--- src/rtl/stopwatch_time_counter_if.sv ---
// Control/status bundle for the stopwatch time base.
// master drives the controls and target; slave is the counter side.
interface stopwatch_time_counter_if;
  logic        start_stop;
  logic        clear;
  logic        lap;
  logic [16:1] target;
  logic [16:1] time_out;
  logic [16:1] live_time;
  logic        running;
  logic        match;
  logic        rollover;

  modport master (
    output start_stop, clear, lap, target,
    input  time_out, live_time, running, match, rollover
  );

  modport slave (
    input  start_stop, clear, lap, target,
    output time_out, live_time, running, match, rollover
  );
endinterface

--- src/rtl/stopwatch_time_counter.sv ---
// Stopwatch time base: 1 Hz prescaler, four-digit BCD MM:SS counter with
// start/stop, clear and lap freeze, plus target-match and rollover pulses.
module stopwatch_time_counter #(
  parameter int TICKS_PER_SEC = 50_000_000
) (
  input  logic                     clk,
  input  logic                     rst,
  stopwatch_time_counter_if.slave  bus
);
  localparam int              PW      = $clog2(TICKS_PER_SEC);
  localparam logic [PW-1:0]   PMAX    = PW'(TICKS_PER_SEC - 1);
  // Per-digit wrap value, sec ones in slot 0 up to min tens in slot 3.
  localparam logic [3:0][3:0] DIG_MAX = {4'd5, 4'd9, 4'd5, 4'd9};

  typedef enum logic [1:0] {IDLE, RUN, PAUSE} state_t;

  state_t          state, state_d;
  logic [PW-1:0]   presc;
  logic [3:0][3:0] cnt, cnt_inc, snap;
  logic            hold;
  logic            match_q, roll_q;
  logic [4:0]      carry;
  logic            tick;

  assign tick     = (state == RUN) && (presc == PMAX);
  assign carry[0] = 1'b1;

  // BCD ripple increment: each digit steps only when all lower digits wrap.
  for (genvar i = 0; i < 4; i++) begin : g_dig
    logic wrap;
    assign wrap         = (cnt[i] == DIG_MAX[i]);
    assign carry[i+1]   = carry[i] & wrap;
    assign cnt_inc[i]   = !carry[i] ? cnt[i] : (wrap ? 4'd0 : cnt[i] + 4'd1);
  end

  // State register.
  always_ff @(posedge clk) begin
    if (rst) state <= IDLE;
    else     state <= state_d;
  end

  // Next state: clear dominates, start_stop toggles run/pause.
  always_comb begin
    state_d = state;
    if (bus.clear) begin
      state_d = IDLE;
    end else if (bus.start_stop) begin
      case (state)
        IDLE:    state_d = RUN;
        RUN:     state_d = PAUSE;
        PAUSE:   state_d = RUN;
        default: state_d = IDLE;
      endcase
    end
  end

  // Prescaler advances only while running; paused keeps the partial second.
  always_ff @(posedge clk) begin
    if (rst || bus.clear)  presc <= '0;
    else if (state == RUN) presc <= (presc == PMAX) ? '0 : presc + 1'b1;
  end

  // Live count plus registered match/rollover pulses on each tick.
  always_ff @(posedge clk) begin
    if (rst || bus.clear) begin
      cnt     <= '0;
      match_q <= 1'b0;
      roll_q  <= 1'b0;
    end else begin
      match_q <= tick && (cnt_inc == bus.target);
      roll_q  <= tick && carry[4];
      if (tick) cnt <= cnt_inc;
    end
  end

  // Lap freeze: capture takes the pre-increment count if a tick coincides.
  always_ff @(posedge clk) begin
    if (rst || bus.clear) begin
      hold <= 1'b0;
      snap <= '0;
    end else if (bus.lap) begin
      if (!hold) snap <= cnt;
      hold <= !hold;
    end
  end

  assign bus.live_time = cnt;
  assign bus.time_out  = hold ? snap : cnt;
  assign bus.running   = (state == RUN);
  assign bus.match     = match_q;
  assign bus.rollover  = roll_q;
endmodule

--- src/flat_wrapper.sv ---
// flat-port wrapper written by rule: the top's interface ports become plain ports
module stopwatch_time_counter_flat 
#(
  parameter int TICKS_PER_SEC = 50_000_000
)
  (clk, rst, bus_start_stop, bus_clear, bus_lap, bus_target, bus_time_out, bus_live_time, bus_running, bus_match, bus_rollover);
  stopwatch_time_counter_if bus_i ();
  input  logic clk;
  input  logic rst;
  input wire logic [$bits(bus_i.start_stop)-1:0] bus_start_stop;
  input wire logic [$bits(bus_i.clear)-1:0] bus_clear;
  input wire logic [$bits(bus_i.lap)-1:0] bus_lap;
  input wire logic [$bits(bus_i.target)-1:0] bus_target;
  output wire logic [$bits(bus_i.time_out)-1:0] bus_time_out;
  output wire logic [$bits(bus_i.live_time)-1:0] bus_live_time;
  output wire logic [$bits(bus_i.running)-1:0] bus_running;
  output wire logic [$bits(bus_i.match)-1:0] bus_match;
  output wire logic [$bits(bus_i.rollover)-1:0] bus_rollover;
  assign bus_i.start_stop = bus_start_stop;
  assign bus_i.clear = bus_clear;
  assign bus_i.lap = bus_lap;
  assign bus_i.target = bus_target;
  assign bus_time_out = bus_i.time_out;
  assign bus_live_time = bus_i.live_time;
  assign bus_running = bus_i.running;
  assign bus_match = bus_i.match;
  assign bus_rollover = bus_i.rollover;
  stopwatch_time_counter #(.TICKS_PER_SEC(TICKS_PER_SEC)) u_core (.clk(clk), .rst(rst), .bus(bus_i));
endmodule
--- config.mk ---
export PLATFORM = sky130hd
export DESIGN_NAME = stopwatch_time_counter_flat
export DESIGN_NICKNAME = d
export VERILOG_FILES = /design/src/rtl/stopwatch_time_counter_if.sv /design/src/rtl/stopwatch_time_counter.sv /design/src/flat_wrapper.sv
export SDC_FILE = /design/constraint.sdc
export NUM_CORES = 1
export LEC_CHECK = 0
export ABC_AREA = 1
export ABC_CLOCK_PERIOD_IN_PS = 1920
export BUFFER_PORTS_ARGS = -buffer_cell sky130_fd_sc_hd__buf_2
export CORE_AREA = 2 2 84 86
export DETAILED_ROUTE_END_ITERATION = 6
export DIE_AREA = 0 0 86 88
export PLACE_DENSITY = 0.74
export SLEW_MARGIN = 20
export SYNTH_ARGS = -nofsm -noshare
export SYNTH_HDL_FRONTEND = slang
export SYNTH_SLANG_ARGS = --single-unit
--- constraint.sdc ---
create_clock -name clk -period 1.92 [get_ports clk]
set_clock_uncertainty 0.05 [all_clocks]
set_input_delay 0.096 -clock clk [delete_from_list [all_inputs] [get_ports clk]]
set_output_delay 0.096 -clock clk [all_outputs]
set_load 0.03 [all_outputs]
==> metrics.yaml <==
timing:
  setup-tns-final_ps: 0
  worst_pin_slew_ps: 423
  fmax_mhz: 544
  rsz_0062_raised_after_global_routing: "true"
  final.setup.worst_slack_ps: 81.0
  timing.final.hold_violations: 0
  slew_headroom_pct: 71.8
  period_minus_slack_ps: 1840
  report.final.setup_viol: 0
  number_of_pins_with_negative_max_slew_slack_in_the_final_report: 0
  period_utilization_post_route_pct: 95.8
routing:
  vias_per_cell: 5.19
  drtIter0Drc: 157
  detail_route.drc_violations: 0
  detail_route.first_pass.iterations: 5
  wirelength_um: 9310
  post_route_ant_nets: 0
  vias: 3739
  avgRoutedWirePerCell_um: 12.9
worst_setup_path:
  timing.setup.critical_path_class: "flip-flop to flip-flop"
  regToRegSetupSlack_ps: 80
  setup.worst_path.start_class: "flip-flop"
  critical_path_s_top_delay_family: "simple AND/OR/NAND/NOR gates"
  timing.critical_path.cells: "inv_1 > ha_1 > nand3_2 > nor2_8 > nand3_1 > nand3_1 > nand2_1 > nor2_1 > nand2_1 > nor3_2"
  worst_ep_arrival_time_ps: 2050
  setup.worst_path.end_class: "flip-flop"
  endpoint_of_the_lowest_slack_register_to_register_path: "u_core.bus.match$_SDFF_PP0_"
  startpoint: "u_core.bus.live_time[6]$_SDFFE_PP0P_"
  cp_max_fo: 10
  critPathMaxStageDelay_ps: 340
  slowest_stage: "sky130_fd_sc_hd__dfxtp_1"
  timing.rr.start: "u_core.bus.live_time[6]$_SDFFE_PP0P_"
  timing.reg2reg.worst_path_depth: 10
  path_buf_inv: 1
  critical_path_required_ps: 2140
global_routing:
  grt-ovfl-total: 0
  maximum_number_of_pins_on_one_net_before_global_route_repair: 34
  grt_use_total_pct: 25.6
  first_global_vias: 3391
  grt_pass1_wl_um: 15200
  antenna_found_initial: 0
floorplanning:
  core_region_area_sq_mm: 0.00664
  top_level_ports: 56
  height_of_the_chip_um: 88
  fp.dieArea_sq_mm: 0.00757
  placementRows: 30
  die_w_um: 86
  floorplan.initialDensity_pct: 55.5
finish:
  post_route_cells_drive_above_1_share_pct: 17.8
  layout.cell_area.non_filler_sq_mm: 0.00431
  antenna-diode-count: 0
  number_of_nets_in_the_layout: 663
  areaGrowthSynthToFinish_pct: 16.9
cts:
  ctsLongestPathBuffers: 2
  clock_insertion_delay_at_the_later_pin_of_the_skew_report_ps: 340
  clkSinkCount: 63
  cts.clk_slew.worst_paths_ps: 70
  htree_num_levels: 3
  cts_buffers: 9
  cts_tree: "built"
  cts_root_buffer: "sky130_fd_sc_hd__clkbuf_8"
worst_hold_path:
  hold_path_startpoint: "bus_target[14]"
  holdCritPathClass: "input port to flip-flop"
  hold_path_depth: 6
  worstHoldEndpoint: "u_core.bus.match$_SDFF_PP0_"
placement:
  post_place_worst_slack_ps: 82.8
  place_hpwl_um: 6980
  place_congestion: 0.891
  port-buffer-count: 55
  cell_area_reported_after_detailed_placement_sq_mm: 0.00408
power_and_ir_drop:
  p_per_area_mw_per_mm2: 626
  report.power.total_mw: 2.70
  leakagePower_nw: 2.13
  vdd_drop_max_mv: 0.392
yosys:
  synth_compound_area_share_pct: 11.9
  synth.mux.area_fraction_pct: 0
  ys_seq_area_share_pct: 34.2
  yosys.area_share.adder_pct: 2.38
  postSynthRegisterBits: 63
  combinational_family_with_the_most_area_after_synthesis: "simple AND/OR/NAND/NOR gates"
  yosysWarnings: 0
  synth.area.top_cells: "sky130_fd_sc_hd__dfxtp_1 (34%), sky130_fd_sc_hd__nand2_1 (14%), sky130_fd_sc_hd__inv_1 (8.1%)"
  avg_inst_size_synth_sq_um: 6.48
  synth_area_leader_cell: "sky130_fd_sc_hd__dfxtp_1"
  netlist_area_sq_mm: 0.00368
  synth-simple-area-share_pct: 38.8
  synth.net_count: 597
  synth_top_cell_area_share_pct: 34.2
  count_of_cell_types_in_the_netlist: 38
  synth_instances: 569
  synthXorXnorAreaFrac_pct: 1.66
outcome:
  outcome: "finished, final reports clean"
run:
  maxCapViolations: 0
[per-stage QoR]
step                instances  hold WS (ps)  utilization (%)
floorplan                 569           135                -
global placement          703           258             61.4
finish                    720          63.1             64.8
detailed placement        703           269             61.4
CTS                       720          54.6             64.5
global route              720           107             64.8
[cell usage in the layout, fill, tap and decap left out, drive strengths merged, types with 2 or more instances in the layout]
master / instances
nand3: 44
xor2: 2
xnor2: 5
a21oi: 14
nor3: 14
dfxtp: 63
or2: 2
ha: 7
nand4: 11
inv: 86
buf: 68
o21a: 3
o21ai: 48
o22ai: 11
nand3b: 4
a211oi: 2
clkbuf: 11
nand2: 144
clkinvlp: 3
nor3b: 2
nor2: 88
o21bai: 2
clkinv: 2
[report_power, final]
group | total (mW) | leakage, nW | switching (mW) | internal, mW
clock | 1.17 | 0.0916 | 0.542 | 0.633
sequential | 1.33 | 0.509 | 0.00930 | 1.32
combinational | 0.191 | 1.52 | 0.120 | 0.0706
[sequential cells by signal (all words and copies together), names as in the netlist]
register,flops
u_core.state,2
u_core.bus.live_time,16
u_core.presc,26
u_core.hold,1
u_core.snap,16
u_core.bus.match,1
u_core.bus.rollover,1
[tightest hold or removal path: stages]
cell	delay, ps
sky130_fd_sc_hd__buf_2	90
sky130_fd_sc_hd__nand2_1	50
sky130_fd_sc_hd__nand2_1	50
sky130_fd_sc_hd__nor2_1	30
sky130_fd_sc_hd__nand2_1	60
sky130_fd_sc_hd__nor3_2	40
[final cells by class]
class | instances | area [sq um]
clock inverters | 5 | 57.6
multi-input cells | 405 | 2030
inverters | 87 | 327
flip-flops and latches | 63 | 1260
fillers | 622 | 2340
clock buffers | 11 | 141
well taps | 80 | 100
repair buffers | 69 | 387
[how the worst max path moves through the flow]
stage	slack, ps	cells past startpoint	end
CTS	60	12	u_core.bus.match$_SDFF_PP0_
finish	80	10	u_core.bus.match$_SDFF_PP0_
detailed placement	80	12	u_core.bus.match$_SDFF_PP0_
global placement	200	12	u_core.bus.match$_SDFF_PP0_
global route	-30	12	u_core.bus.match$_SDFF_PP0_
floorplan	70	11	u_core.bus.match$_SDFF_PP0_
[cell usage after synthesis (all sizes together)]
cell and count:
a211oi 2, a21oi 14, a31oi 1, buf 7, clkbuf 7, clkinv 1, dfxtp 63, ha 7
inv 86, nand2 144, nand3 44, nand3b 4, nand4 11, nor2 88, nor3 14, nor3b 2
nor4 1, o21a 3, o21ai 48, o21bai 2, o22ai 11, or2 2, xnor2 5, xor2 2
[what timing repair did]
item | CTS | global route
gates resized for setup | 0 | 8
hold buffers | 1 | 0
endpoints found under the hold margin | 2 | 0
buffers inserted | 0 | 0
endpoints found under the setup margin | 0 | 8
[kinds of logic after synthesis]
| kind of cell | count (synthesis) |
|---|---|
| buffers and inverters | 101 |
| DFF | 63 |
| and+or+nand+nor | 310 |
| AOI/OAI and AO/OA | 81 |
| adders and majority gates | 7 |
| xor gates and xnor gates | 7 |
[routing by layer]
| metal | vias to the layer above | wire (um) | track usage [%] |
|---|---|---|---|
| met2 | 120 | 4670 | 46.4 |
| met4 | 0 | 255 | 11.1 |
| li1 | 1949 | - | - |
| met1 | 1644 | 3960 | 29.7 |
| met3 | 26 | 422 | 4.15 |
| met5 | - | 0 | 0 |
Note: power is estimated with default switching activity, not from simulation.
